**src/rtl/inf_pkg.sv**
```systemverilog
// Shared definitions for the NEC infrared receiver.
//   inf_state_e  : receiver state machine encoding
//   *Us          : nominal NEC pulse/space widths in microseconds
//   win_cycles() : width in microseconds scaled to clock cycles and a percentage
package inf_pkg;

  typedef enum logic [2:0] {
    StIdle,
    StLead,
    StSpace,
    StBitMark,
    StBitSpace,
    StStop,
    StRptMark
  } inf_state_e;

  localparam int unsigned LeadMarkUs  = 9000;
  localparam int unsigned DataSpaceUs = 4500;
  localparam int unsigned RptSpaceUs  = 2250;
  localparam int unsigned BitMarkUs   = 560;
  localparam int unsigned ZeroSpaceUs = 560;
  localparam int unsigned OneSpaceUs  = 1690;

  // Nominal cycles are truncated first, then scaled by pct/100 (pct = 100 -/+ tolerance).
  function automatic int unsigned win_cycles(input int unsigned us, input int unsigned clk_hz,
                                             input int unsigned pct);
    longint unsigned n;
    n = (64'(us) * 64'(clk_hz)) / 64'd1_000_000;
    return 32'((n * 64'(pct)) / 64'd100);
  endfunction

endpackage

```
**src/rtl/inf_rcv_nec_deglitch.sv**
```systemverilog
// Input conditioning for the NEC receiver: 2-flop synchroniser followed by a
// FILT_LEN-cycle persistence filter.
//   sys_clk, sys_rst_n : clock, async active-low reset
//   inf_in             : raw demodulated IR input (idle high)
//   level              : filtered level
//   rise, fall         : one-cycle strobes, registered together with level
module inf_deglitch
  import inf_pkg::*;
#(
  parameter int unsigned FILT_LEN = 4
) (
  input  logic sys_clk,
  input  logic sys_rst_n,
  input  logic inf_in,
  output logic level,
  output logic rise,
  output logic fall
);

  logic       sync1_q, sync2_q, level_q, rise_q, fall_q;
  logic [4:0] cnt_q;

  // Synchroniser and filter reset to the idle-high level so no edge appears at reset release.
  always_ff @(posedge sys_clk or negedge sys_rst_n) begin
    if (!sys_rst_n) begin
      sync1_q <= 1'b1;
      sync2_q <= 1'b1;
      level_q <= 1'b1;
      rise_q  <= 1'b0;
      fall_q  <= 1'b0;
      cnt_q   <= '0;
    end else begin
      sync1_q <= inf_in;
      sync2_q <= sync1_q;
      rise_q  <= 1'b0;
      fall_q  <= 1'b0;
      if (sync2_q == level_q) begin
        cnt_q <= '0;
      end else if (cnt_q == 5'(FILT_LEN - 1)) begin
        level_q <= sync2_q;
        rise_q  <= sync2_q;
        fall_q  <= ~sync2_q;
        cnt_q   <= '0;
      end else begin
        cnt_q <= cnt_q + 5'd1;
      end
    end
  end

  assign level = level_q;
  assign rise  = rise_q;
  assign fall  = fall_q;

endmodule

```
**src/rtl/inf_rcv_nec.sv**
```systemverilog
// NEC infrared frame receiver.
// Measures filtered mark/space widths against tolerance windows, decodes the
// 32-bit frame LSB-first, validates it and tracks key-hold via repeat codes.
//   sys_clk, sys_rst_n : clock, async active-low reset
//   inf_in             : demodulated IR input (idle high, mark low)
//   addr, cmd          : last valid address / command
//   data_vld           : pulse on a newly latched valid frame
//   repeat_vld         : pulse on an accepted repeat code
//   key_held           : high while the key is considered held
//   err                : pulse on framing, width, timeout or checksum error
// Build option: INF_EXT_ADDR_EN selects extended NEC (16-bit address, no
// address check); otherwise standard NEC with address/inverse check.
module inf_rcv_nec
  import inf_pkg::*;
#(
  parameter int unsigned CLK_FREQ_HZ       = 50_000_000,
  parameter int unsigned TOL_PCT           = 25,
  parameter int unsigned FILT_LEN          = 4,
  parameter int unsigned REPEAT_TIMEOUT_MS = 120
) (
  input  logic        sys_clk,
  input  logic        sys_rst_n,
  input  logic        inf_in,
  output logic [15:0] addr,
  output logic [7:0]  cmd,
  output logic        data_vld,
  output logic        repeat_vld,
  output logic        key_held,
  output logic        err
);

  localparam int unsigned PctLo   = 100 - TOL_PCT;
  localparam int unsigned PctHi   = 100 + TOL_PCT;
  localparam int unsigned LeadMax = win_cycles(LeadMarkUs, CLK_FREQ_HZ, PctHi);
  localparam int unsigned CntW    = $clog2(LeadMax) + 1;

  localparam logic [CntW-1:0] LeadLo = CntW'(win_cycles(LeadMarkUs, CLK_FREQ_HZ, PctLo));
  localparam logic [CntW-1:0] LeadHi = CntW'(LeadMax);
  localparam logic [CntW-1:0] DataLo = CntW'(win_cycles(DataSpaceUs, CLK_FREQ_HZ, PctLo));
  localparam logic [CntW-1:0] DataHi = CntW'(win_cycles(DataSpaceUs, CLK_FREQ_HZ, PctHi));
  localparam logic [CntW-1:0] RptLo  = CntW'(win_cycles(RptSpaceUs, CLK_FREQ_HZ, PctLo));
  localparam logic [CntW-1:0] RptHi  = CntW'(win_cycles(RptSpaceUs, CLK_FREQ_HZ, PctHi));
  localparam logic [CntW-1:0] BitLo  = CntW'(win_cycles(BitMarkUs, CLK_FREQ_HZ, PctLo));
  localparam logic [CntW-1:0] BitHi  = CntW'(win_cycles(BitMarkUs, CLK_FREQ_HZ, PctHi));
  localparam logic [CntW-1:0] ZeroLo = CntW'(win_cycles(ZeroSpaceUs, CLK_FREQ_HZ, PctLo));
  localparam logic [CntW-1:0] ZeroHi = CntW'(win_cycles(ZeroSpaceUs, CLK_FREQ_HZ, PctHi));
  localparam logic [CntW-1:0] OneLo  = CntW'(win_cycles(OneSpaceUs, CLK_FREQ_HZ, PctLo));
  localparam logic [CntW-1:0] OneHi  = CntW'(win_cycles(OneSpaceUs, CLK_FREQ_HZ, PctHi));
  localparam logic [CntW-1:0] CntMax = '1;

  localparam longint unsigned HoldCyc = (64'(REPEAT_TIMEOUT_MS) * 64'(CLK_FREQ_HZ)) / 64'd1000;
  localparam int unsigned     HoldW   = $clog2(HoldCyc + 1);
  localparam logic [HoldW-1:0] HoldLoad = HoldW'(HoldCyc);

  function automatic logic in_win(input logic [CntW-1:0] c, input logic [CntW-1:0] lo,
                                  input logic [CntW-1:0] hi);
    return (c >= lo) && (c <= hi);
  endfunction

  logic             level, rise, fall, rise_ok, fall_ok;
  inf_state_e       state_q;
  logic [CntW-1:0]  cnt_q;
  logic [4:0]       idx_q;
  logic [31:0]      shift_q;
  logic [15:0]      addr_q, frame_addr;
  logic [7:0]       cmd_q;
  logic             data_vld_q, repeat_vld_q, err_q, key_held_q;
  logic [HoldW-1:0] hold_q;
  logic             frame_ok, frame_end, rpt_end, hold_load, hold_clear;

  inf_deglitch #(
    .FILT_LEN (FILT_LEN)
  ) u_deglitch (
    .sys_clk   (sys_clk),
    .sys_rst_n (sys_rst_n),
    .inf_in    (inf_in),
    .level     (level),
    .rise      (rise),
    .fall      (fall)
  );

  // Strobes are only trusted when they agree with the filtered level.
  assign rise_ok = rise & level;
  assign fall_ok = fall & ~level;

  always_comb begin
    frame_ok   = 1'b0;
    frame_addr = 16'h0000;
`ifdef INF_EXT_ADDR_EN
    frame_ok   = (shift_q[23:16] == ~shift_q[31:24]);
    frame_addr = shift_q[15:0];
`else
    frame_ok   = (shift_q[23:16] == ~shift_q[31:24]) && (shift_q[7:0] == ~shift_q[15:8]);
    frame_addr = {8'h00, shift_q[7:0]};
`endif
  end

  assign frame_end  = (state_q == StStop) && rise_ok && in_win(cnt_q, BitLo, BitHi);
  assign rpt_end    = (state_q == StRptMark) && rise_ok && in_win(cnt_q, BitLo, BitHi);
  assign hold_load  = (frame_end && frame_ok) || (rpt_end && key_held_q);
  assign hold_clear = frame_end && !frame_ok;

  always_ff @(posedge sys_clk or negedge sys_rst_n) begin
    if (!sys_rst_n) begin
      state_q      <= StIdle;
      cnt_q        <= '0;
      idx_q        <= '0;
      shift_q      <= '0;
      addr_q       <= '0;
      cmd_q        <= '0;
      data_vld_q   <= 1'b0;
      repeat_vld_q <= 1'b0;
      err_q        <= 1'b0;
    end else begin
      data_vld_q   <= 1'b0;
      repeat_vld_q <= 1'b0;
      err_q        <= 1'b0;

      if (state_q == StIdle || rise_ok || fall_ok) begin
        cnt_q <= '0;
      end else if (cnt_q != CntMax) begin
        cnt_q <= cnt_q + 1'b1;
      end

      unique case (state_q)
        StIdle: begin
          if (fall_ok) state_q <= StLead;
        end
        StLead: begin
          if (rise_ok) begin
            if (in_win(cnt_q, LeadLo, LeadHi)) begin
              state_q <= StSpace;
            end else begin
              err_q   <= 1'b1;
              state_q <= StIdle;
            end
          end else if (cnt_q > LeadHi) begin
            err_q   <= 1'b1;
            state_q <= StIdle;
          end
        end
        StSpace: begin
          if (fall_ok) begin
            if (in_win(cnt_q, DataLo, DataHi)) begin
              idx_q   <= '0;
              state_q <= StBitMark;
            end else if (in_win(cnt_q, RptLo, RptHi)) begin
              state_q <= StRptMark;
            end else begin
              err_q   <= 1'b1;
              state_q <= StIdle;
            end
          end else if (cnt_q > DataHi) begin
            err_q   <= 1'b1;
            state_q <= StIdle;
          end
        end
        StBitMark: begin
          if (rise_ok) begin
            if (in_win(cnt_q, BitLo, BitHi)) begin
              state_q <= StBitSpace;
            end else begin
              err_q   <= 1'b1;
              state_q <= StIdle;
            end
          end else if (cnt_q > BitHi) begin
            err_q   <= 1'b1;
            state_q <= StIdle;
          end
        end
        StBitSpace: begin
          if (fall_ok) begin
            if (in_win(cnt_q, ZeroLo, ZeroHi) || in_win(cnt_q, OneLo, OneHi)) begin
              // LSB-first: after 32 shifts bit 0 of byte0 sits in shift_q[0].
              shift_q <= {in_win(cnt_q, OneLo, OneHi), shift_q[31:1]};
              idx_q   <= idx_q + 5'd1;
              // The falling edge after the 32nd space starts the stop mark.
              state_q <= (idx_q == 5'd31) ? StStop : StBitMark;
            end else begin
              err_q   <= 1'b1;
              state_q <= StIdle;
            end
          end else if (cnt_q > OneHi) begin
            err_q   <= 1'b1;
            state_q <= StIdle;
          end
        end
        StStop: begin
          if (rise_ok) begin
            state_q <= StIdle;
            if (frame_end && frame_ok) begin
              addr_q     <= frame_addr;
              cmd_q      <= shift_q[23:16];
              data_vld_q <= 1'b1;
            end else begin
              err_q <= 1'b1;
            end
          end else if (cnt_q > BitHi) begin
            err_q   <= 1'b1;
            state_q <= StIdle;
          end
        end
        StRptMark: begin
          if (rise_ok) begin
            state_q <= StIdle;
            if (rpt_end) repeat_vld_q <= key_held_q;
            else         err_q        <= 1'b1;
          end else if (cnt_q > BitHi) begin
            err_q   <= 1'b1;
            state_q <= StIdle;
          end
        end
        default: state_q <= StIdle;
      endcase
    end
  end

  // Hold timer; a reload in the same cycle as expiry keeps the key held.
  always_ff @(posedge sys_clk or negedge sys_rst_n) begin
    if (!sys_rst_n) begin
      hold_q     <= '0;
      key_held_q <= 1'b0;
    end else if (hold_load) begin
      hold_q     <= HoldLoad;
      key_held_q <= 1'b1;
    end else if (hold_clear) begin
      hold_q     <= '0;
      key_held_q <= 1'b0;
    end else if (hold_q != '0) begin
      hold_q <= hold_q - HoldW'(1);
      if (hold_q == HoldW'(1)) key_held_q <= 1'b0;
    end
  end

  assign addr       = addr_q;
  assign cmd        = cmd_q;
  assign data_vld   = data_vld_q;
  assign repeat_vld = repeat_vld_q;
  assign key_held   = key_held_q;
  assign err        = err_q;

endmodule

```
**config.mk**
```make
export PLATFORM = sky130hd
export DESIGN_NAME = inf_rcv_nec
export DESIGN_NICKNAME = d
export VERILOG_FILES = /design/src/rtl/inf_pkg.sv /design/src/rtl/inf_rcv_nec_deglitch.sv /design/src/rtl/inf_rcv_nec.sv
export SDC_FILE = /design/constraint.sdc
export NUM_CORES = 1
export LEC_CHECK = 0
export ABC_AREA = 1
export ABC_CLOCK_PERIOD_IN_PS = 4800
export BUFFER_PORTS_ARGS = -buffer_cell sky130_fd_sc_hd__clkbuf_2
export CELL_PAD_IN_SITES_DETAIL_PLACEMENT = 0
export CELL_PAD_IN_SITES_GLOBAL_PLACEMENT = 2
export CORE_MARGIN = 2
export CORE_UTILIZATION = 39
export CTS_CLUSTER_DIAMETER = 120
export DETAILED_ROUTE_END_ITERATION = 10
export PLACE_DENSITY_LB_ADDON = 0.12
export SYNTH_ARGS = -nofsm -noshare
export SYNTH_HDL_FRONTEND = slang
export SYNTH_HIERARCHICAL = 1
export SYNTH_SLANG_ARGS = --single-unit
export TNS_END_PERCENT = 20
```
**constraint.sdc**
```tcl
create_clock -name sys_clk -period 4.8 [get_ports sys_clk]
set_input_delay 0.96 -clock sys_clk [delete_from_list [all_inputs] [get_ports sys_clk]]
set_output_delay 0.96 -clock sys_clk [all_outputs]
set_load 0.01 [all_outputs]
```
---- Word-level counts from Yosys, hierarchy flattened ----
Index checks and enable logic that the tools add are counted.
cells by class
  add/subtract/negate cells ............... 4
  magnitude comparators ................... 14
  eq/ne operators ......................... 21
  muxes and demuxes ....................... 61
  bitwise operators ....................... 7
  reduce and logical (&&, ||, !) cells .... 31
operator list
  operator                                                                           number
  23-bit two-way mux                                                                 3
  3-bit two-way mux                                                                  15
  21-bit two-way mux                                                                 2
  1-bit two-way mux                                                                  31
  5-bit two-way mux                                                                  6
  23-bit by 1-bit == test with 1-bit output, second input constant                   1
  23-bit nonzero test                                                                1
  23-bit by 1-bit subtractor with 23-bit output, second input constant               1
  21-bit by 1-bit adder with 21-bit output, second input constant                    1
  21-bit by 15-bit >= comparator with 1-bit output, second input constant            1
  21-bit by 16-bit >= comparator with 1-bit output, second input constant            1
  21-bit by 17-bit >= comparator with 1-bit output, second input constant            1
  21-bit by 18-bit >= comparator with 1-bit output, second input constant            1
  21-bit by 19-bit >= comparator with 1-bit output, second input constant            1
  21-bit by 16-bit greater-than comparator with 1-bit output, second input constant  1
  21-bit by 17-bit greater-than comparator with 1-bit output, second input constant  1
  21-bit by 19-bit greater-than comparator with 1-bit output, second input constant  1
  21-bit by 20-bit greater-than comparator with 1-bit output, second input constant  1
  21-bit by 16-bit <= comparator with 1-bit output, second input constant            1
  21-bit by 17-bit <= comparator with 1-bit output, second input constant            1
  21-bit by 18-bit <= comparator with 1-bit output, second input constant            1
  21-bit by 19-bit <= comparator with 1-bit output, second input constant            1
  21-bit by 20-bit <= comparator with 1-bit output, second input constant            1
  21-bit inequality test, second input constant                                      1
  28 further kinds                                                                   62
storage, ports and cells
  register bits after elaboration ......... 114
  input port bits ......................... 3
  output and inout port bits .............. 28
  logic and storage cells ................. 155

---- Depth between registers and ports, before layout ----
Gate-level depths: netlist of the first run.
  word-level depth ........................ 7
  gate-level depth with buffers ........... 16

---- Hierarchy ----
The synthesis of the first run kept the hierarchy.
modules (own cells, without submodules)
  module        times used  cells each  area an instance (um^2)  seq. area each (um^2)
  inf_rcv_nec   1           985         6870.3                   2602.5
  inf_deglitch  1           44          431.7                    254.0

---- Worst setup path before layout of the first run ----
Ideal clock, no wire load.
  kind .................................... register to register
  from .................................... register, netlist name cnt_q[0]
  to ...................................... register, netlist name cnt_q[6]
  arrival ................................. 1.776 ns
  slack ................................... 2.937 ns
  cell stages (with the launch flop) ...... 12
  period minus slack after synthesis ...... 1.863 ns
  cell sequence ........................... dfrtp_1 > ha_1 > inv_1 > nor2_2 > nand3_1 > nor2_2 > nand4_1 > nor2_2 > nand2_2 > nand3_1 > nand2_1 > a22oi_1

==> results of run 1 <==
-- placed cells by master (no fill, tap or decap), types with 18 or more instances in the layout --
master / instances
nand3_1: 71
xnor2_1: 18
dfrtp_1: 111
nand2_1: 240
inv_1: 110
o21ai_0: 27
nand4_1: 28
nor2_1: 169
nor3_1: 25
o21ai_1: 32
a21oi_1: 36
clkbuf_2: 21
-- power by group through the flow --
| stage | combinational [mW] | sequential (mW) | clock, mW |
|---|---|---|---|
| 6_report | 0.295 | 1.06 | 1.36 |
| 5_1_grt | 0.331 | 1.06 | 1.42 |
| 4_1_cts | 0.296 | 1.06 | 1.38 |
| 3_5_place_dp | 0.295 | 1.07 | 0 |
| 3_3_place_gp | 0.299 | 1.08 | 0 |
| 2_1_floorplan | 0.217 | 1.05 | 0 |
-- area by class of cell --
cell class | count | area [um^2]
multi-input cells | 765 | 3760
repair buffers | 27 | 163
well taps | 234 | 293
clock buffers | 19 | 453
clock inverters | 13 | 173
inverters | 117 | 439
fillers | 1949 | 10400
flip-flops and latches | 114 | 2860
-- state kept, by name (all words and copies together), names as in the netlist, 3 cells and up --
name	cells
shift_q	32
hold_q	23
cnt_q	21
addr	8
cmd	8
idx_q	5
u_deglitch/cnt_q	5
state_q	3
-- logic make-up (layout without fill, tap and decap cells) --
logic type / Yosys count / count (layout) / synth area share [%]
and+or+nand+nor: 597 / 597 / 36.6
buffers and inverters: 157 / 176 / 9.75
AOI/OAI and AO/OA: 120 / 120 / 9.29
DFF: 114 / 114 / 39.1
xor gates and xnor gates: 32 / 32 / 3.84
adders and majority gates: 8 / 8 / 1.37
other: 1 / 8 / 0.0514
-- routing by layer --
metal / global-route usage, % / wire [um] / part of all wire (%)
met1: 28.8 / 9420 / 47
met2: 32.6 / 9070 / 45
met3: 4.14 / 910 / 4.5
met4: 9.79 / 694 / 3.5
met5: 0 / 0 / 0
-- how the worst min path moves through the flow --
stage                            start                 end  slack (ns)  cells after the start
finish              u_deglitch/sync1_q  u_deglitch/sync2_q        0.36                      0
detailed placement  u_deglitch/sync1_q  u_deglitch/sync2_q        0.35                      0
global placement    u_deglitch/sync1_q  u_deglitch/sync2_q        0.35                      0
global route        u_deglitch/sync1_q  u_deglitch/sync2_q        0.36                      0
floorplan           u_deglitch/sync1_q  u_deglitch/sync2_q        0.35                      0
CTS                 u_deglitch/sync1_q  u_deglitch/sync2_q        0.36                      0
-- metrics by stage --
stage               setup slack, ns  instance area (um^2)  util [%]  instances
floorplan                      2.94                  7330         -       1036
global placement               1.63                  7520      40.6       1257
detailed placement             1.62                  7520      40.6       1257
CTS                            1.61                  8140      44.0       1289
global route                   1.25                  8140      44.0       1289
finish                         1.59                  8140      44.0       1289
-- critical path: cells and delay by family (launching register included) --
family | cells | cell delay (ns)
buf+inv | 2 | 0.74
flops | 1 | 0.67
simple gates | 9 | 1.62
compound gates | 1 | 0.06
==> insert_results.sql, run 1 <==
INSERT INTO impl_metrics (metric_group, metric, value, unit) VALUES
('status', 'run_status', 'complete, no violations', ''),
('synthesis', 'synthCells', '1029', ''),
('layout', 'share_of_post_route_cells_with_drive_strength_above_1', '12.3', '%'),
('power_and_ir_drop', 'power_density', '334', 'nW/um^2'),
('clocking', 'worstSkewPairLatency', '0.42', 'ns'),
('setup_path', 'ff2ff_path_depth', '12', ''),
('timing', 'layout_worst_path_cycle_share', '66.9', '%'),
('placed_design', 'port-buffer-count', '22', ''),
('clocking', 'clkSlewWorstSetupHoldPaths', '0.06', 'ns'),
('die', 'fp.dieW', '141', 'um'),
('die', 'design.die.area', '19800', 'um^2'),
('die', 'core_area', '18500', 'um^2'),
('power_and_ir_drop', 'switching_share', '28.9', '%'),
('clocking', 'cts_htree_levels', '4', ''),
('synthesis', 'count_of_state_elements_after_synthesis', '114', ''),
('synthesis', 'yosys.cell_count.top_type', 'nand2_1', ''),
('synthesis', 'ys_dominant_reg_cell', 'dfrtp_1', ''),
('power_and_ir_drop', 'net-switching-power', '0.785', 'mW'),
('setup_path', 'ff2ff_setup_slack', '1.59', 'ns'),
('setup_path', 'worstPathCellList', 'inv_1 -> nor2_1 -> nand2_1 -> nor2_1 -> nand3b_1 -> nand3_2 -> nand2_4 -> nand2_4 -> nand3_2 -> buf_4 -> nand2_1 -> o21ai_1', ''),
('clocking', 'clock_sink_count', '114', ''),
('clocking', 'cts-buffers-inserted', '17', ''),
('setup_path', 'critical_path_required', '5.11', 'ns'),
('setup_path', 'r2r-start', 'cnt_q[9]', ''),
('synthesis', 'syn-cell-area', '7300', 'um^2'),
('clocking', 'clock_tree.buffer_depth', '2', ''),
('timing', 'final_period_minus_worst_setup_slack', '3.21', 'ns'),
('timing', 'final.setup.tns', '0', 'ns'),
('power_and_ir_drop', 'total_leakage_power', '3.90', 'nW'),
('global_route', 'antenna_violations_before_repair', '0', ''),
('setup_path', 'critical_path.slowest_cell', 'nand3_2', ''),
('synthesis', 'synth_area_leaders', 'dfrtp_1, nand2_1, nor2_1, inv_1, nand3_1', ''),
('synthesis', 'synth_common_cells', 'nand2_1, nor2_1, dfrtp_1', ''),
('global_route', 'globalRouteOverflowTotal', '0', ''),
('synthesis', 'seq_area_frac_synth', '39.1', '%'),
('timing', 'fmax', '312', 'MHz'),
('setup_path', 'worst_ep_arrival_time', '3.52', 'ns'),
('power_and_ir_drop', 'worst_supply_voltage_drop_on_vdd', '0.000221', 'V'),
('placed_design', 'place.gp.congestion', '0.908', ''),
('clocking', 'cts_resized', '0', ''),
('setup_path', 'crit_start', 'cnt_q[9]', ''),
('drt', 'via_per_inst', '5.11', ''),
('global_route', 'first_global_vias', '6426', ''),
('drt', 'dr_total_vias', '6584', ''),
('synthesis', 'synth_edf_count', '0', ''),
('power_and_ir_drop', 'totalPowerFinal', '2.72', 'mW'),
('synthesis', 'synth_largest_area_cell', 'dfrtp_1', ''),
('die', 'number_of_rows_in_the_core_area', '50', ''),
('drt', 'detail_route.drc_violations', '0', ''),
('power_and_ir_drop', 'p_int', '1.93', 'mW'),
('clocking', 'tritoncts', 'done', ''),
('layout', 'syn_to_final_growth', '11.5', '%'),
('timing', 'setup_violations', '0', ''),
('setup_path', 'critical_path.max_stage_delay', '0.72', 'ns'),
('power_and_ir_drop', 'p_comb_share', '10.9', '%'),
('timing', 'worst_slew_pin_slew', '1.07', 'ns'),
('drt', 'totalWireLength', '20100', 'um'),
('timing', 'max-slew-margin-rel', '28.7', '%'),
('worst_hold_path', 'holdCritPathClass', 'reg -> reg', ''),
('drt', 'drtIter0Drc', '535', ''),
('setup_path', 'critPathLaunchType', 'flop', ''),
('die', 'start_util', '39.4', '%'),
('synthesis', 'synth_top_area_share', '38.0', '%'),
('synthesis', 'yosysWarnings', '6', ''),
('die', 'boundaryPins', '31', ''),
('power_and_ir_drop', 'power.clock.fraction', '50.2', '%'),
('power_and_ir_drop', 'pwr-share-seq', '39.0', '%'),
('timing', 'finalHoldViolations', '0', ''),
('die', 'die-height', '141', 'um'),
('global_route', 'pin_count_of_the_biggest_net_entering_global_routing', '115', ''),
('timing', 'rsz_0062_raised_after_global_routing', 'no', '');
(Power assumes the default switching activity.)
==> run 2: changes to the inputs <==
--- a/config.mk
+++ b/config.mk
@@ -6,12 +6,12 @@
 export NUM_CORES = 1
 export LEC_CHECK = 0
 export ABC_AREA = 1
-export ABC_CLOCK_PERIOD_IN_PS = 4800
+export ABC_CLOCK_PERIOD_IN_PS = 2700
 export BUFFER_PORTS_ARGS = -buffer_cell sky130_fd_sc_hd__clkbuf_2
 export CELL_PAD_IN_SITES_DETAIL_PLACEMENT = 0
 export CELL_PAD_IN_SITES_GLOBAL_PLACEMENT = 2
 export CORE_MARGIN = 2
-export CORE_UTILIZATION = 39
+export CORE_UTILIZATION = 33
 export CTS_CLUSTER_DIAMETER = 120
 export DETAILED_ROUTE_END_ITERATION = 10
 export PLACE_DENSITY_LB_ADDON = 0.12
==> constraint.sdc (replaced) <==
create_clock -name sys_clk -period 2.7 [get_ports sys_clk]
set_input_delay 0.54 -clock sys_clk [delete_from_list [all_inputs] [get_ports sys_clk]]
set_output_delay 0.54 -clock sys_clk [all_outputs]
set_load 0.01 [all_outputs]
==> run 2 against run 1 <==
Against the previous run: non-clock buffer count is 21 higher; clock-buffer cell count fell by 2; register-to-register slack worse by 1.4 ns; critical path type unchanged; critical path depth up 2; first-iteration DRC count decreased by 16%; core utilization down 5.5 points; sequential cell count stayed put; global-route usage down 2.1 points.
==> insert_results.sql, run 2 (synthesis gave the netlist of run 1 again) <==
INSERT INTO impl_metrics (metric_group, metric, value, unit) VALUES
('status', 'run_status', 'complete, no violations', ''),
('setup_path', 'timing.critical_path.to_type', 'flop', ''),
('timing', 'setup_violations', '0', ''),
('timing', 'max-slew-margin-rel', '47.7', '%'),
('timing', 'rsz_0062_raised_after_global_routing', 'no', ''),
('timing', 'finalHoldViolations', '0', ''),
('clocking', 'cts_resized', '0', ''),
('clocking', 'ctsRootBufferMaster', 'clkbuf_16', ''),
('timing', 'fmax', '406', 'MHz'),
('worst_hold_path', 'holdCritPathClass', 'in -> async', ''),
('timing', 'hold_slack', '0.196', 'ns'),
('setup_path', 'worstReg2RegEnd', 'state_q[0]', ''),
('timing', 'timing_max_transition_violations_final', '0', ''),
('timing', 'fin_worst_skew', '0.0144', 'ns'),
('clocking', 'worstSkewPairLatency', '0.42', 'ns'),
('layout', 'finish.net_count', '1074', ''),
('placed_design', 'dp.final_hpwl', '15700', 'um'),
('layout', 'filler_cells_inserted', '2332', ''),
('setup_path', 'ff2ff_setup_slack', '0.24', 'ns'),
('layout', 'most-common-layout-cells', 'nand2_1, nor2_1, dfrtp_1', ''),
('timing', 'final_period_minus_worst_setup_slack', '2.46', 'ns'),
('placed_design', 'port-buffer-count', '22', ''),
('drt', 'detail_route.first_pass.iterations', '5', ''),
('global_route', 'grt.total_usage', '19.0', '%'),
('clocking', 'clock_tree.buffer_depth', '2', ''),
('clocking', 'ctsHoldBuffers', '0', ''),
('power_and_ir_drop', 'worst_supply_voltage_drop_on_vdd', '0.000354', 'V'),
('drt', 'via_per_inst', '4.82', ''),
('die', 'fp.dieW', '153', 'um'),
('drt', 'route.detailed.wl_per_inst', '15.5', 'um'),
('die', 'design.die.area', '23300', 'um^2'),
('layout', 'largestRegisters', 'shift_q (32), hold_q (23), cnt_q (21)', ''),
('die', 'start_util', '33.6', '%'),
('setup_path', 'critical_path_required', '3.00', 'ns'),
('clocking', 'tritoncts', 'done', ''),
('timing', 'final.setup.tns', '0', 'ns'),
('flow_run', 'max_cap_violations', '0', ''),
('layout', 'syn_to_final_growth', '14.6', '%'),
('clocking', 'cts-buffers-inserted', '17', ''),
('power_and_ir_drop', 'power_density', '587', 'nW/um^2'),
('layout', 'antenna_diode_count', '0', ''),
('setup_path', 'ff2ff_path_depth', '14', ''),
('drt', 'drtIter0Drc', '447', ''),
('global_route', 'pin_count_of_the_biggest_net_entering_global_routing', '115', ''),
('drt', 'antenna_left', '0', ''),
('clocking', 'postcts_setup_bufs', '0', ''),
('clocking', 'cts_htree_levels', '4', ''),
('die', 'core_area', '21800', 'um^2'),
('placed_design', 'place.gp.congestion', '0.916', ''),
('setup_path', 'critPathKind', 'reg -> reg', ''),
('timing', 'worst_slew_pin_slew', '0.782', 'ns'),
('power_and_ir_drop', 'totalPowerFinal', '4.91', 'mW'),
('layout', 'finish.utilization', '38.5', '%'),
('layout', 'max_flop_register', 'shift_q', ''),
('setup_path', 'r2r-start', 'cnt_q[10]', ''),
('global_route', 'grt_pass1_wl', '35400', 'um'),
('layout', 'most_common_cell_after_layout_fill_and_taps_aside', 'nand2_1', ''),
('global_route', 'first_global_vias', '6601', ''),
('drt', 'dr_total_vias', '6532', ''),
('setup_path', 'worst_ep_arrival_time', '2.76', 'ns'),
('layout', 'share_of_post_route_cells_with_drive_strength_above_1', '14.0', '%'),
('clocking', 'clkSlewWorstSetupHoldPaths', '0.07', 'ns'),
('timing', 'layout_worst_path_cycle_share', '91.2', '%'),
('global_route', 'antenna_violations_before_repair', '0', ''),
('die', 'die-height', '153', 'um'),
('setup_path', 'critPathLaunchType', 'flop', ''),
('clocking', 'clock_sink_count', '114', ''),
('global_route', 'globalRouteOverflowTotal', '0', ''),
('die', 'number_of_rows_in_the_core_area', '54', ''),
('layout', 'largest_reg_flops', '32', ''),
('die', 'boundaryPins', '31', ''),
('drt', 'detail_route.drc_violations', '0', ''),
('drt', 'totalWireLength', '21100', 'um'),
('power_and_ir_drop', 'total_leakage_power', '4.01', 'nW'),
('setup_path', 'critical_path_fanouts_max', '65', '');
-- run 2: cell types whose count changed in the layout (fill, tap and decap cells not counted) --
cell / delta
buf_4: +20
clkbuf_8: -2
clkinvlp_4: -2
inv_8: +2
buf_12: +1
clkinv_4: +1
inv_6: +1
-- run 2: critical path, cell delays in order, from the launching register on --
cell,delay (ns)
dfrtp_1,0.62
inv_1,0.23
nor2_1,0.19
nand2_1,0.07
nor2_1,0.16
nand3_1,0.09
nand3_1,0.09
nand2_2,0.10
nand2_2,0.11
nand2_4,0.07
nand3_2,0.08
buf_12,0.29
nand3_1,0.12
nand2_1,0.07
nand2_1,0.05
-- run 2: per-stage QoR --
step / cell area, um^2 / std cells / setup slack [ns]
2_1_floorplan: 7330 / 1036 / 0.837
3_3_place_gp: 7740 / 1324 / 0.278
3_5_place_dp: 7740 / 1324 / 0.316
4_1_cts: 8370 / 1356 / 0.302
5_1_grt: 8370 / 1356 / 0.0211
6_report: 8370 / 1356 / 0.239
-- run 2: area by class of cell --
| type | count | area [um^2] | share of cell area, % |
|---|---|---|---|
| Clock inverter | 15 | 198 | 2.36 |
| Multi-Input combinational cell | 765 | 3760 | 45.0 |
| Inverter | 117 | 439 | 5.25 |
| Timing Repair Buffer | 48 | 333 | 3.98 |
| Tap cell | 280 | 350 | 4.19 |
| Clock buffer | 17 | 425 | 5.08 |
| Sequential cell | 114 | 2860 | 34.1 |
-- run 2: power breakdown --
group / total [mW] / switching (mW) / internal (mW)
Combinational: 0.620 / 0.433 / 0.187
Clock: 2.43 / 0.941 / 1.49
Sequential: 1.86 / 0.0868 / 1.78
-- run 2: worst max path at each step --
stage | end | start | cells past startpoint
after floorplan | cnt_q[6] | cnt_q[0] | 11
after global placement | state_q[0] | cnt_q[10] | 14
after detailed placement | hold_q[10] | cnt_q[15] | 11
after CTS | state_q[0] | cnt_q[10] | 14
after global routing | hold_q[4] | cnt_q[15] | 13
final | state_q[0] | cnt_q[10] | 14
-- run 2: layer usage --
| layer | GRT usage [%] | vias to the layer above | part of all wire (%) |
|---|---|---|---|
| met5 | 0 | - | 0 |
| met4 | 8.02 | 0 | 3.1 |
| met3 | 3.13 | 44 | 3.1 |
| met2 | 29.8 | 133 | 45 |
| met1 | 26.1 | 2991 | 48 |
| li1 | - | 3364 | - |
